**src/rtl/flappy_defs.sv**
```systemverilog
// Shared definitions for the flappy game blocks: state bit indices, tilt codes, physics defaults.
package flappy_defs;

  localparam int ST_START = 0;
  localparam int ST_GAME  = 1;
  localparam int ST_PAUSE = 2;
  localparam int ST_END   = 3;

  typedef enum logic [1:0] {
    TiltUp    = 2'b00,
    TiltLevel = 2'b01,
    TiltDown  = 2'b10,
    TiltDive  = 2'b11
  } tilt_e;

  localparam int DEF_SCREEN_H = 480;
  localparam int DEF_BIRD_H   = 16;
  localparam int DEF_START_Y  = 232;
  localparam int DEF_GRAVITY  = 1;
  localparam int DEF_FLAP_VEL = -8;
  localparam int DEF_MAX_FALL = 10;
  localparam int DEF_Y_W      = 10;
  localparam int DEF_VEL_W    = 6;

  function automatic tilt_e tilt_of(input int vel, input int max_fall);
    if (vel < 0)              return TiltUp;
    else if (vel <= 2)        return TiltLevel;
    else if (vel < max_fall)  return TiltDown;
    else                      return TiltDive;
  endfunction

endpackage

```
**src/rtl/bird_integrator.sv**
```systemverilog
// Combinational per-frame step: velocity update with fall saturation, semi-implicit position add,
// and ceiling/floor clamp.
module bird_integrator
  import flappy_defs::*;
#(
  parameter int SCREEN_H = DEF_SCREEN_H,
  parameter int BIRD_H   = DEF_BIRD_H,
  parameter int GRAVITY  = DEF_GRAVITY,
  parameter int FLAP_VEL = DEF_FLAP_VEL,
  parameter int MAX_FALL = DEF_MAX_FALL,
  parameter int Y_W      = DEF_Y_W,
  parameter int VEL_W    = DEF_VEL_W
) (
  input  logic [Y_W-1:0]          bird_y,
  input  logic signed [VEL_W-1:0] bird_vel,
  input  logic                    flap_now,
  output logic signed [VEL_W-1:0] vel_n,
  output logic [Y_W-1:0]          y_n_clamped,
  output logic                    hit_n
);

  localparam logic signed [VEL_W:0]   MaxFallW = (VEL_W+1)'(MAX_FALL);
  localparam logic signed [VEL_W:0]   GravityW = (VEL_W+1)'(GRAVITY);
  localparam logic signed [VEL_W-1:0] FlapVelW = VEL_W'(FLAP_VEL);
  localparam logic signed [Y_W+1:0]   FloorW   = (Y_W+2)'(SCREEN_H - BIRD_H);

  logic signed [VEL_W:0]   vel_inc;
  logic signed [VEL_W-1:0] vel_raw;
  logic signed [Y_W+1:0]   y_sum;

  always_comb begin
    // One extra bit so +GRAVITY cannot wrap before saturation.
    vel_inc = $signed({bird_vel[VEL_W-1], bird_vel}) + GravityW;
    if (flap_now)                vel_raw = FlapVelW;
    else if (vel_inc >= MaxFallW) vel_raw = MaxFallW[VEL_W-1:0];
    else                         vel_raw = vel_inc[VEL_W-1:0];

    y_sum = $signed({2'b00, bird_y}) + $signed({{(Y_W+2-VEL_W){vel_raw[VEL_W-1]}}, vel_raw});

    if (y_sum[Y_W+1] || (y_sum == '0)) begin
      y_n_clamped = '0;
      vel_n       = '0;
      hit_n       = 1'b1;
    end else if (y_sum >= FloorW) begin
      y_n_clamped = FloorW[Y_W-1:0];
      vel_n       = '0;
      hit_n       = 1'b1;
    end else begin
      y_n_clamped = y_sum[Y_W-1:0];
      vel_n       = vel_raw;
      hit_n       = 1'b0;
    end
  end

endmodule

```
**src/rtl/bird_physics.sv**
```systemverilog
// Bird vertical-motion engine: per-frame velocity/position integration driven by game_state.
// Optional macro BIRD_TILT_EN adds a registered sprite tilt derived from the stored velocity.
module bird_physics
  import flappy_defs::*;
#(
  parameter int SCREEN_H = DEF_SCREEN_H,
  parameter int BIRD_H   = DEF_BIRD_H,
  parameter int START_Y  = DEF_START_Y,
  parameter int GRAVITY  = DEF_GRAVITY,
  parameter int FLAP_VEL = DEF_FLAP_VEL,
  parameter int MAX_FALL = DEF_MAX_FALL,
  parameter int Y_W      = DEF_Y_W,
  parameter int VEL_W    = DEF_VEL_W
) (
  input  logic                    clk,
  input  logic                    rst,
  input  logic [3:0]              game_state,
  input  logic                    flap,
  input  logic                    frame_tick,
  output logic [Y_W-1:0]          bird_y,
  output logic signed [VEL_W-1:0] bird_vel,
  output logic                    boundary_hit,
  output logic [1:0]              bird_tilt
);

  logic                    flap_pending_q;
  logic                    legal, in_start, in_game, step_en;
  logic signed [VEL_W-1:0] vel_n;
  logic [Y_W-1:0]          y_n;
  logic                    hit_n;

  // Zero or multi-hot states decode to nothing active, i.e. a freeze like PAUSE.
  assign legal    = $onehot(game_state);
  assign in_start = legal && game_state[ST_START];
  assign in_game  = legal && game_state[ST_GAME];
  assign step_en  = in_game && frame_tick;

  bird_integrator #(
    .SCREEN_H (SCREEN_H),
    .BIRD_H   (BIRD_H),
    .GRAVITY  (GRAVITY),
    .FLAP_VEL (FLAP_VEL),
    .MAX_FALL (MAX_FALL),
    .Y_W      (Y_W),
    .VEL_W    (VEL_W)
  ) u_integrator (
    .bird_y      (bird_y),
    .bird_vel    (bird_vel),
    .flap_now    (flap_pending_q || flap),
    .vel_n       (vel_n),
    .y_n_clamped (y_n),
    .hit_n       (hit_n)
  );

  always_ff @(posedge clk) begin
    if (rst) begin
      bird_y         <= Y_W'(START_Y);
      bird_vel       <= '0;
      boundary_hit   <= 1'b0;
      flap_pending_q <= 1'b0;
    end else begin
      flap_pending_q <= in_game && !frame_tick && (flap_pending_q || flap);
      if (in_start) begin
        bird_y       <= Y_W'(START_Y);
        bird_vel     <= '0;
        boundary_hit <= 1'b0;
      end else if (step_en) begin
        bird_y       <= y_n;
        bird_vel     <= vel_n;
        boundary_hit <= boundary_hit || hit_n;
      end
    end
  end

`ifdef BIRD_TILT_EN
  always_ff @(posedge clk) begin
    if (rst || in_start) bird_tilt <= TiltLevel;
    else if (step_en)    bird_tilt <= tilt_of(int'(vel_n), MAX_FALL);
  end
`else
  assign bird_tilt = TiltLevel;
`endif

endmodule

```
**config.mk**
```make
export PLATFORM = sky130hd
export DESIGN_NAME = bird_physics
export DESIGN_NICKNAME = d
export VERILOG_FILES = /design/src/rtl/flappy_defs.sv /design/src/rtl/bird_integrator.sv /design/src/rtl/bird_physics.sv
export SDC_FILE = /design/constraint.sdc
export NUM_CORES = 1
export LEC_CHECK = 0
export ABC_AREA = 1
export BUFFER_PORTS_ARGS = -buffer_cell sky130_fd_sc_hd__buf_2
export CORE_ASPECT_RATIO = 0.9
export CORE_UTILIZATION = 30
export DETAILED_ROUTE_END_ITERATION = 10
export SETUP_SLACK_MARGIN = 0.05
export SLEW_MARGIN = 20
export SYNTH_ARGS = -nofsm -noshare
export SYNTH_HDL_FRONTEND = slang
export SYNTH_HIERARCHICAL = 1
export SYNTH_SLANG_ARGS = --single-unit
```
**constraint.sdc**
```tcl
create_clock -name clk -period 8.9 [get_ports clk]
set_input_delay 1.335 -clock clk [delete_from_list [all_inputs] [get_ports clk]]
set_output_delay 1.335 -clock clk [all_outputs]
set_load 0.05 [all_outputs]
```
# ---- After elaboration in Yosys (flattened, before gate mapping)
# Cells that the tools add are included.
dict set report word_totals {
  elab_cells 31
  rom_bits 0
  memories 0
  out_inout_bits 19
  ram_bits 0
  regBits 18
  latchBits 0
}
dict set report classes {
  n_mul 0
  bitwise_logic 0
  n_mux 8
  n_lt_le_gt_ge 2
  n_shift 0
  reduce_logical 11
  n_addsub 5
  n_div 0
  n_eq_ne 1
}
# op n
set op_table {}
lappend op_table {{$mux 6} 4}
lappend op_table {{$mux 10} 2}
lappend op_table {{$add 11x6->12} 1}
lappend op_table {{$ge 12x10->1 const B} 1}
lappend op_table {{$logic_not 12->1} 1}
lappend op_table {{$add 6x2->7 const B} 1}
lappend op_table {{$ge 7x5->1 const B} 1}
lappend op_table {{$logic_and 1x1->1} 5}
lappend op_table {{$add 1x1->2} 2}
lappend op_table {{$add 2x2->3} 1}
lappend op_table {{$eq 3x1->1 const B} 1}
lappend op_table {{$logic_or 1x1->1} 3}
lappend op_table {{$mux 1} 2}
lappend op_table {{$reduce_or 2->1} 1}
lappend op_table {{$logic_not 1->1} 1}

# ---- Depth between registers and ports, before layout
# Gate-level depths: netlist of run 1.
dict set report depth {
  depth_word 9
  depth_mapped 29
  mapped_depth_nobuf 29
}

# ---- Hierarchy
# The synthesis of run 1 kept the hierarchy.
# module n_inst seq_area_each_um2 cells_each area_each_um2
set by_module_without_submodules {}
lappend by_module_without_submodules {bird_integrator 1 0.0 212 1119.8}
lappend by_module_without_submodules {bird_physics 1 360.3 121 919.6}

# ---- Worst setup path after synthesis of run 1
# Ideal clock, no wire load.
dict set report synth_path {
  kind {input to register}
  from {input flap}
  to {register boundary_hit}
  path_slack_ps 4751
  n_path_buf 1
  arrival_ps 4036
  setup_ps 113
  cell_stages 17
  required_time_ps 8787
  cell_sequence {or2_2 > inv_1 > o21ai_0 > ha_1 > a21oi_1 > o21ai_0 > a221oi_1 > nand3_1 > nand2_2 > nand3_2 > nor2_2 > nand4_1 > buf_6 > inv_1 > nor2_1 > nor2_1 > nor2_1}
}
dict set report synth_via {
  elab_chain_len 7
  elab_cells_between_ends 9
}
# element line
set synth_lines {}
lappend synth_lines {{start, declared} bird_physics.sv:18} ;# input logic flap,
lappend synth_lines {{$logic_or 1x1->1 *} bird_physics.sv:49} ;# .flap_now (flap_pending_q || flap),
lappend synth_lines {{$mux 6 *} bird_integrator.sv:34} ;# if (flap_now) vel_raw = FlapVelW;
lappend synth_lines {{$add 11x6->12 *} bird_integrator.sv:38} ;# y_sum = $signed({2'b00, bird_y}) + $signed({{(Y_W+2-VEL_W){vel_raw[VEL_W-1]}}, vel_raw});
lappend synth_lines {{$ge 12x10->1 / $logic_not 12->1 (equally long branches)} {bird_integrator.sv:44, bird_integrator.sv:40}}
lappend synth_lines {{$mux 1 / $logic_or 1x1->1 (equally long branches)} {bird_integrator.sv:44, bird_integrator.sv:40}}
lappend synth_lines {{$mux 1 *} bird_integrator.sv:40} ;# if (y_sum[Y_W+1] || (y_sum == '0)) begin
lappend synth_lines {{net hit_n} bird_physics.sv:30} ;# logic hit_n;
lappend synth_lines {{$logic_or 1x1->1 *} bird_physics.sv:70} ;# boundary_hit <= boundary_hit || hit_n;
lappend synth_lines {{end signal, assigned} bird_physics.sv:70}
lappend synth_lines {{end, declared} bird_physics.sv:22} ;# output logic boundary_hit,
# The timed path passes the listed nets; every way through them passes the cells marked *.
# A chain may end at the register's enable or synchronous reset.

# ---- Worst setup path in the final report of run 1
dict set report layout_path {
  from {input flap}
  to {register bird_vel[5]}
}
dict set report layout_via {
  elab_chain_len 6
  elab_cells_between_ends 8
}
# element line
set layout_lines {}
lappend layout_lines {{$logic_or 1x1->1 *} bird_physics.sv:49}
lappend layout_lines {{$mux 6 *} bird_integrator.sv:34}
lappend layout_lines {{$add 11x6->12} bird_integrator.sv:38}
lappend layout_lines {{$ge 12x10->1 / $logic_not 12->1 (equally long branches)} {bird_integrator.sv:44, bird_integrator.sv:40}}
lappend layout_lines {{$mux 6 / $logic_or 1x1->1 (equally long branches)} {bird_integrator.sv:44, bird_integrator.sv:40}}
lappend layout_lines {{$mux 6 *} bird_integrator.sv:40}
lappend layout_lines {{net vel_n[5]} bird_physics.sv:28} ;# logic signed [VEL_W-1:0] vel_n;
lappend layout_lines {{end signal, assigned} bird_physics.sv:69} ;# bird_vel <= vel_n;
lappend layout_lines {{end, declared} bird_physics.sv:21} ;# output logic signed [VEL_W-1:0] bird_vel,
# Marked as above.

==> impl_metrics.ini, run 1 <==
[critical_path]
crit_fanout = 11
crit_path_end_kind = flip-flop
path_class = input pin to flip-flop
startpoint_type = input pin
rrSetupSlack_ps = 4530
r2r_cells = 23
critPathArrivalTime_ps = 4850
critPathRequiredTime_ps = 9100
reg2reg_from = bird_vel[1]
timing.rr.end = bird_vel[5]

[power_and_ir_drop]
swShare_pct = 45.91
p_int_mw = 0.1723
power_density_mw_per_mm2 = 141.1
combPwrFrac_pct = 48.4
pwr-share-seq_pct = 28.9
peakVddDrop_v = 0.00005371
clkPwrFrac_pct = 22.7
power.switching_mw = 0.1462
leakage_nw = 1.229

[layout]
layout.nets = 379
drive_above_1_share_pct = 21.75
final_cell_mix = nand2_1 (88), inv_1 (54), nor2_1 (40)
diodes = 0
final_common_cell = nand2_1
syn_to_final_growth_pct = 10.67
num-fill-cells = 756

[clock_network]
htreeDepth = 1
cts_buffers = 3
cts_buffer_depth = 2
cts_hold_buf = 0
clock-sinks = 18
cts_tree = built
clk_latency_ps = 260
cts_setup_buffers = 0
root_buffer = clkbuf_8
cts_resized = 0
clk_pin_slew_ps = 90

[drt]
drtIter0Drc = 131
drc_errors = 0
dr.pass1.iters = 4
wl_mm = 4.900
routed_via_density = 4.601
num_vias = 2043
antenna_left = 0
wire_per_inst_um = 11.04

[timing]
maxSlewViolCount = 0
finalSetupViolations = 0
slew_headroom_pct = 32.20
tightest_slew_ps = 1015
fmax_ghz = 0.2149
setup_tns_ps = 0
layout_setup_ws_ps = 4248
clock_skew_ps = 11.54
hold_viol = 0
min_period_over_period_pct = 52.27
rsz0062_at_grt = false
fin_crit_ps = 4652

[synth]
avgSynthCellArea_sq_um = 6.124
synth_compound_area_share_pct = 5.460
yosysWarnings = 6
synth_nets = 357
synth_top_family_by_area = simple AND/OR/NAND/NOR gates
yosys.area_share.simple_pct = 51.60
syn_inst = 333
synthMuxAreaShare_pct = 0
synthXorXnorAreaFrac_pct = 0.4294
synthAdderAreaFrac_pct = 10.18
seq_area_frac_synth_pct = 17.67
ys_types = 32
ys_seq_elements = 18
synth_area_sq_mm = 0.002039

[global_routing]
overflow = 0
grt_usage_pct = 15.60
grt_pass1_wl_mm = 8.625
grt_antenna_before_repair = 0
first_global_vias = 1923
grt_max_degree = 30

[floorplanning]
core-area_sq_mm = 0.006586
start_util_pct = 30.97
die-width_um = 88.91
dieArea_sq_mm = 0.007132
pin_count = 27
rows = 28
fp.dieH_um = 80.22

[min_path]
min_from = boundary_hit
whs_endpoint = boundary_hit
holdCritPathClass = flip-flop to flip-flop
hold_path_depth = 2

[placed_design]
dp_hpwl_mm = 3.871
place_congestion = 0.8568
dp_slack_ps = 3992
portBuffers = 24

[run_status]
outcome = complete, no violations

[run]
max_cap_violations = 0
-- routing by layer --
metal	global-route usage, %	routed length (um)	vias up
li1	-	-	1075
met1	21.33	2486	918
met2	25.31	2157	48
met3	1.439	201	2
met4	5.484	55	0
met5	0	0	-
-- critical path: stages --
cell,delay [ps]
buf_2,90
or2_2,350
inv_1,160
o21ai_0,120
buf_4,190
ha_1,340
a21oi_1,200
o21ai_0,150
a221oi_1,340
nand3_1,170
nand2_2,130
nand3_2,80
nor2_2,110
nand4_1,570
nor2_1,300
nor2_1,80
nor2_1,120
-- registers in the layout (all words and copies together) (netlist names) --
register / cells
bird_y: 10
bird_vel: 6
boundary_hit: 1
flap_pending_q: 1
-- power by group through the flow --
stage,combinational [mW],clock [mW],sequential (mW)
4_1_cts,0.153,0.0737,0.0922
3_3_place_gp,0.152,0,0.0941
6_report,0.154,0.0723,0.0920
2_1_floorplan,0.108,0,0.109
5_1_grt,0.173,0.0777,0.0930
3_5_place_dp,0.153,0,0.0940
-- logic make-up after synthesis --
family,Yosys count
other,3
adders and majority gates,16
buffers and inverters,64
and+or+nand+nor,211
DFF,18
xor gates and xnor gates,1
AOI/OAI and AO/OA,20
-- Yosys cell counts --
cell type / count / area share (%)
nor3b_2: 1 / 0.61
xor2_1: 1 / 0.43
inv_2: 1 / 0.18
o21bai_1: 2 / 0.74
o21ai_0: 3 / 0.74
buf_2: 1 / 0.25
clkinv_1: 1 / 0.18
nor4_1: 1 / 0.31
ha_1: 15 / 9.2
nand2_2: 10 / 3.1
o21ai_1: 1 / 0.25
nor2_2: 19 / 5.8
nor3_1: 5 / 1.2
dfxtp_1: 18 / 18
nand3_1: 17 / 4.2
nor2_1: 40 / 7.4
nand3_2: 9 / 4.4
fa_1: 1 / 0.98
buf_6: 2 / 1.1
nand3b_1: 3 / 1.1
a21oi_1: 12 / 2.9
or2_2: 1 / 0.31
nand2_4: 6 / 3.3
conb_1: 3 / 0.55
inv_1: 54 / 9.9
nand4_2: 1 / 0.61
nand2_1: 88 / 16
nand4_1: 10 / 3.1
a221oi_1: 1 / 0.43
buf_4: 4 / 1.5
buf_12: 1 / 0.98
o21a_1: 1 / 0.37
-- area by class of cell --
class / count / area (sq um) / share of cell area (%)
inverter: 56 / 210.2 / 9.313
sequential: 18 / 360.3 / 15.96
tap: 90 / 112.6 / 4.989
clock buffer: 4 / 55.05 / 2.439
multi-input combinational: 251 / 1391 / 61.64
timing repair buffer: 25 / 127.6 / 5.654
-- metrics by stage --
step	cells	power, mW	area, sq um	hold slack, ps	utilization, %
final	444	0.3185	2257	489.6	34.27
after global routing	444	0.3439	2257	546.5	34.27
after CTS	444	0.3193	2257	500.7	34.27
after detailed placement	440	0.2467	2202	475.2	33.43
after global placement	440	0.2457	2202	471.1	33.43
after floorplan	333	0.2169	2039	643.3	-
-- worst max-delay path by stage --
| stage | from | to | slack [ps] | cells after the start |
|---|---|---|---|---|
| CTS | flap | bird_vel[5] | 4250 | 17 |
| floorplan | flap | boundary_hit | 4750 | 17 |
| detailed placement | flap | bird_vel[5] | 3990 | 17 |
| global route | flap | bird_vel[5] | 3950 | 16 |
| global placement | flap | bird_y[5] | 4070 | 17 |
| finish | flap | bird_vel[5] | 4250 | 17 |
Power figures use the tool's default switching activity.
==> inputs of run 2 (changes only) <==
ABC_AREA = 0   (was 1)
clock period = 4.2 ns   (was 8.9 ns; I/O delays follow)
==> impl_metrics.ini, run 2 <==
[synth]
ys_seq_elements = 18
synth_edf_count = 0
ys_types = 64
synthFlopType = dfxtp_1
async_flop_share_pct = 0
synth_top_area_share_pct = 17.87
synth_nets = 286
yosysWarnings = 6
seq_area_frac_synth_pct = 17.87
syn_inst = 262
yosysTopAreaCell = dfxtp_1
yosys-top-cells-area = dfxtp_1 (18%), ha_1 (9.3%), a21oi_1 (6.0%), nand3_1 (4.5%), o21ai_0 (4.5%)
synth_area_sq_mm = 0.002017
avgSynthCellArea_sq_um = 7.698
synth_most_common_cell = a21oi_1
synth.top_cells.by_count = a21oi_1 (24), dfxtp_1 (18), nand3_1 (18), o21ai_0 (18)

[timing]
rsz0062_at_grt = true
hold_viol = 0
slew_headroom_pct = 58.68
finalSetupViolations = 0
fin_crit_ps = 4041
layout_setup_ws_ps = 158.9
setup_tns_ps = 0
tightest_slew_ps = 619.8
maxSlewViolCount = 0
min_period_over_period_pct = 96.22
clock_skew_ps = 2.117
fmax_ghz = 0.2475

[global_routing]
grt_max_degree = 21
first_global_vias = 1749
grt_antenna_before_repair = 0
grt_pass1_wl_mm = 8.321
grt_usage_pct = 14.60
overflow = 0

[drt]
drtIter0Drc = 170
antenna_left = 0
wire_per_inst_um = 13.70
routed_via_density = 5.278
num_vias = 2011
wl_mm = 5.221
dr.pass1.iters = 4
drc_errors = 0

[power_and_ir_drop]
leakage_nw = 1.035
power_density_mw_per_mm2 = 223.8
power.total_mw = 0.5511
peakVddDrop_v = 0.0002404

[layout]
final_cell_mix = buf_2 (24), a21oi_1 (22), nand3_1 (18), o21ai_0 (18), buf_4 (18)
final_common_cell = buf_2
layout.nets = 319
drive_above_1_share_pct = 29.59
diodes = 0
stdcell_count = 381
regMostFlops = bird_y
num-fill-cells = 654
largest_reg_flops = 10
syn_to_final_growth_pct = 22.08
reg_top3 = bird_y: 10 flops, bird_vel: 6 flops

[critical_path]
startpoint_type = flip-flop
critPathArrivalTime_ps = 4210
reg2reg_from = bird_vel[0]
critPathRequiredTime_ps = 4370
path_class = flip-flop to flip-flop
timing.rr.end = bird_vel[5]
cp_cell_sequence = ha_2, and3_4, mux2_4, or4_4, ha_2, o2111ai_1, a31oi_4, a21o_1, or3b_4, nand3_4, o311ai_4, buf_4, a21oi_2, nand3_1, a21oi_1
crit_path_end_kind = flip-flop
slowest_stage = or4_4
crit_start = bird_vel[0]
slowest_delay_ps = 530
crit_top_cell = ha_2
crit_fanout = 10
rrSetupSlack_ps = 160
r2r_cells = 15

[placed_design]
place_congestion = 0.8285
dp_slack_ps = 13.34
dp_hpwl_mm = 3.999
portBuffers = 24
place_inst = 371

[min_path]
whs_endpoint = boundary_hit
min_from = boundary_hit
holdCritPathClass = flip-flop to flip-flop
hold_path_depth = 2

[clock_network]
cts_buffers = 3
clk_latency_ps = 250
cts_tree = built
htreeDepth = 1
root_buffer = clkbuf_8
clk_pin_slew_ps = 70
cts_hold_buf = 0
cts_buffer_depth = 2
clock-sinks = 18

[floorplanning]
start_util_pct = 31.93
die-width_um = 88.43
rows = 27
pin_count = 27
core-area_sq_mm = 0.006317
dieArea_sq_mm = 0.007055
fp.dieH_um = 79.79

[run]
max_cap_violations = 0

[run_status]
outcome = complete, no violations
==> run 2: cell types whose count changed in the layout (fill, tap and decap cells not counted), moves of 13 or more <==
cell,change
nor2_1,-26
buf_4,+17
nor2_2,-13
o21ai_0,+15
nand2_1,-74
inv_1,-39
==> run 2: cell families after synthesis <==
group	count (synthesis)	share of synthesized area [%]
compound gates	87	30.71
xor+xnor	9	3.908
flops	18	17.87
mux	4	2.295
buf+inv	29	7.071
fa+ha+maj	16	10.30
simple gates	96	27.30
other cells	3	0.5583
==> run 2: worst max path at each step <==
stage | to | slack [ps] | depth (start not counted)
after floorplan | bird_y[5] | 60 | 18
after CTS | bird_vel[5] | 60 | 19
after global routing | bird_vel[5] | 20 | 18
after detailed placement | bird_y[3] | 10 | 16
final | bird_vel[5] | 160 | 15
after global placement | bird_y[3] | 100 | 16
==> run 2: final cells by class <==
cell class	count	area, sq um	share of cell area (%)
inverters	15	56.30	2.287
well taps	87	108.9	4.421
repair buffers	42	255.2	10.37
multi-input cells	215	1615	65.60
clock buffers	4	55.05	2.236
flip-flops and latches	18	371.6	15.09
==> run 2: what timing repair did <==
action	4_1_cts	5_1_grt
endpoints found under the setup margin	1	14
gates resized for setup	2	16
hold endpoints to repair	0	0
setup buffers	0	6
pin swaps	0	4
==> run 2: through the flow <==
stage               util [%]  hold WS [ps]  instance area (sq um)
CTS                    36.84         487.6                   2327
finish                 38.98         486.0                   2462
global placement       35.79         456.7                   2261
detailed placement     35.79         457.1                   2261
global route           38.98         547.2                   2462
floorplan                  -         580.4                   2028
==> run 2: worst max-delay path: cells and delay by family, from the launching register on <==
kind                       cells  cell delay (ps)
and+or+nand+nor                5             1330
DFF                            1              380
muxes                          1              330
AOI/OAI and AO/OA              6             1120
buffers and inverters          1              220
adders and majority gates      2              570
==> run 2: where the power goes <==
group	internal [mW]	total (mW)	switching, mW
sequential	0.174	0.179	0.00502
combinational	0.0905	0.233	0.143
clock	0.0831	0.139	0.0559
total	0.348	0.551	0.204
==> run 2: routing by layer <==
layer	vias to the layer above	GRT usage, %	share of wire [%]
met5	-	0	0
met4	0	2.742	0.33
met3	2	1.138	3.2
met2	41	21.46	43
met1	937	22.86	53
li1	1031	-	-
==> inputs of run 3 (changes only) <==
--- a/config.mk
+++ b/config.mk
@@ -15,4 +15,3 @@
 export SYNTH_ARGS = -nofsm -noshare
 export SYNTH_HDL_FRONTEND = slang
-export SYNTH_HIERARCHICAL = 1
 export SYNTH_SLANG_ARGS = --single-unit
==> constraint.sdc (replaced) <==
create_clock -name clk -period 4.2 [get_ports clk]
set_input_delay 0.63 -clock clk [delete_from_list [all_inputs] [get_ports clk]]
set_output_delay 0.63 -clock clk [all_outputs]
set_load 0.02 [all_outputs]
==> impl_metrics.ini, run 3 <==
[run_status]
outcome = complete, no violations

[run]
max_cap_violations = 0

[global_routing]
overflow = 0
grt_max_degree = 12
grt_usage_pct = 14.17
grt_antenna_before_repair = 0
first_global_vias = 1456
grt_pass1_wl_mm = 6.617

[critical_path]
timing.rr.end = bird_vel[2]
crit_path_end_kind = flip-flop
startpoint_type = flip-flop
r2r_cells = 18
crit_family = simple AND/OR/NAND/NOR gates
cp_cell_sequence = ha_4, and3_1, nand2_1, mux2i_1, o311a_1, nand2b_4, nor2_4, ha_4, fa_1, nand3_2, a21o_1, a221oi_1, buf_4, or3_4, nor4_4, nor3_4, buf_4, a32o_1
cp_num_buf_inv = 2
path_class = flip-flop to flip-flop
crit_fanout = 9
slowest_delay_ps = 440
slowest_stage = dfxtp_4
critPathArrivalTime_ps = 4180
rrSetupSlack_ps = 170
reg2reg_from = bird_vel[0]
critPathRequiredTime_ps = 4350

[power_and_ir_drop]
p_int_mw = 0.3226
power.switching_mw = 0.1784
leakage_nw = 0.9117
power_density_mw_per_mm2 = 235.5
peakVddDrop_v = 0.0001017
combPwrFrac_pct = 39.9
swShare_pct = 35.61
clkPwrFrac_pct = 24.4
pwr-share-seq_pct = 35.7

[timing]
fin_crit_ps = 4030
hold_viol = 0
maxSlewViolCount = 0
tightest_slew_ps = 664.8
finalSetupViolations = 0
slew_headroom_pct = 55.51
clock_skew_ps = 1.161
hold_ws_ps = 482.1
min_period_over_period_pct = 95.94
fmax_ghz = 0.2482

[synth]
ys_types = 53
synth.top_cells.by_count = nand2_1 (19), dfxtp_1 (18), ha_1 (18), a21oi_1 (13), inv_1 (10)
seq_area_frac_synth_pct = 22.14
yosysWarnings = 0
syn_inst = 189
synth_edf_count = 0
synth_area_sq_mm = 0.001628
synth_top_area_share_pct = 22.14
yosys-top-cells-area = dfxtp_1 (22%), ha_1 (14%), a32o_1 (5.5%), nand2_1 (4.4%), a21oi_1 (4.0%)
synthFlopType = dfxtp_1
synth_most_common_cell = nand2_1
ys_seq_elements = 18
avgSynthCellArea_sq_um = 8.613
yosysTopAreaCell = dfxtp_1
async_flop_share_pct = 0
synth_nets = 217

[drt]
drtIter0Drc = 66
drc_errors = 0
wire_per_inst_um = 14.12
dr.pass1.iters = 4
routed_via_density = 5.371
wl_mm = 4.109
antenna_left = 0
num_vias = 1563

[layout]
final_common_cell = buf_2
finish.instance_area_sq_mm = 0.002127
drive_above_1_share_pct = 30.80
regMostFlops = bird_y
reg_top3 = bird_y: 10 flops, bird_vel: 6 flops
largest_reg_flops = 10
final_cell_mix = buf_2 (24), nand2_1 (18), dfxtp_1 (16)
syn_to_final_growth_pct = 30.67
layout.nets = 254
post-route-util_pct = 40.72
diodes = 0

[clock_network]
cts_buffer_depth = 2
clk_latency_ps = 250
clk_pin_slew_ps = 70
htreeDepth = 1
root_buffer = clkbuf_8
cts_hold_buf = 0
cts_tree = built
clock-sinks = 18
cts_buffers = 3

[min_path]
holdCritPathClass = flip-flop to flip-flop
min_from = boundary_hit
whs_endpoint = boundary_hit
hold_path_depth = 2

[placed_design]
place_congestion = 0.8554
dp_hpwl_mm = 2.956
placed_cell_area_sq_mm = 0.001848
portBuffers = 24

[floorplanning]
rows = 25
pin_count = 27
core-area_sq_mm = 0.005224
start_util_pct = 31.16
die-width_um = 79.65
dieArea_sq_mm = 0.005725
fp.dieH_um = 71.88
[run 3: cell types whose count changed in the layout (fill, tap and decap cells not counted), sizes merged, moves of 6 or more]
| cell | change |
|---|---|
| nand3 | -12 |
| nor2 | -14 |
| nor2b | -6 |
| a32o | +9 |
| o21ai | -12 |
| a21oi | -12 |
[run 3: kinds of logic (layout without fill, tap and decap cells)]
family / after synthesis / after routing / synth area share (%)
compound gates: 58 / 58 / 27.29
xor+xnor: 10 / 10 / 5.380
fa+ha+maj: 20 / 20 / 16.30
buf+inv: 15 / 50 / 4.074
flops: 18 / 18 / 22.14
mux: 3 / 3 / 1.922
other cells: 2 / 2 / 0.4614
simple gates: 63 / 63 / 22.44
[run 3: through the flow]
step / worst slack [ps] / instances / power (mW) / setup TNS, ps
6_report: 170.4 / 291 / 0.5009 / 0
5_1_grt: -21.95 / 291 / 0.5336 / -85.91
4_1_cts: 104.3 / 284 / 0.4710 / 0
3_5_place_dp: 10.45 / 281 / 0.3499 / 0
3_3_place_gp: 44.00 / 281 / 0.3476 / 0
2_1_floorplan: 110.4 / 189 / 0.3095 / 0
[run 3: worst max-delay path by stage]
stage          slack [ps]         from  cells past startpoint           to
4_1_cts               100  bird_vel[1]                     16    bird_y[1]
5_1_grt               -20  bird_vel[0]                     18  bird_vel[2]
3_3_place_gp           40  bird_vel[0]                     17    bird_y[3]
6_report              170  bird_vel[0]                     18  bird_vel[2]
2_1_floorplan         110  bird_vel[1]                     16    bird_y[3]
3_5_place_dp           10  bird_vel[0]                     15    bird_y[3]
[run 3: timing repair]
item                       4_1_cts  5_1_grt
setup endpoints to repair       10       15
pin swaps                        0       11
cloned                           0        0
resized for setup                3       28
buffers inserted                 0        7
[run 3: layout make-up]
class	count	area (sq um)
fillers	522	3097
multi-input cells	156	1379
flip-flops and latches	18	367.9
repair buffers	37	217.7
well taps	67	83.83
clock buffers	3	41.29
inverters	10	37.54
[run 3: tightest hold or removal path, delay by kind of cell, from the launching register on]
kind	cells	cell delay [ps]
flip-flops	1	330
AO/OA/AOI/OAI	1	60
buffers and inverters	1	50
[run 3: power by group through the flow]
stage	Sequential [mW]	Clock (mW)	Combinational (mW)
after CTS	0.179	0.122	0.169
after floorplan	0.187	0	0.123
after global routing	0.180	0.134	0.220
final	0.179	0.122	0.200
after detailed placement	0.183	0	0.167
after global placement	0.184	0	0.164
[run 3: layer usage]
metal | wire length, um | vias to the layer above | global-route usage, %
met5 | 0 | - | 0
met3 | 71 | 4 | 0.3822
li1 | - | 786 | -
met4 | 34 | 0 | 4.242
met2 | 2016 | 22 | 22.98
met1 | 1986 | 751 | 20.39
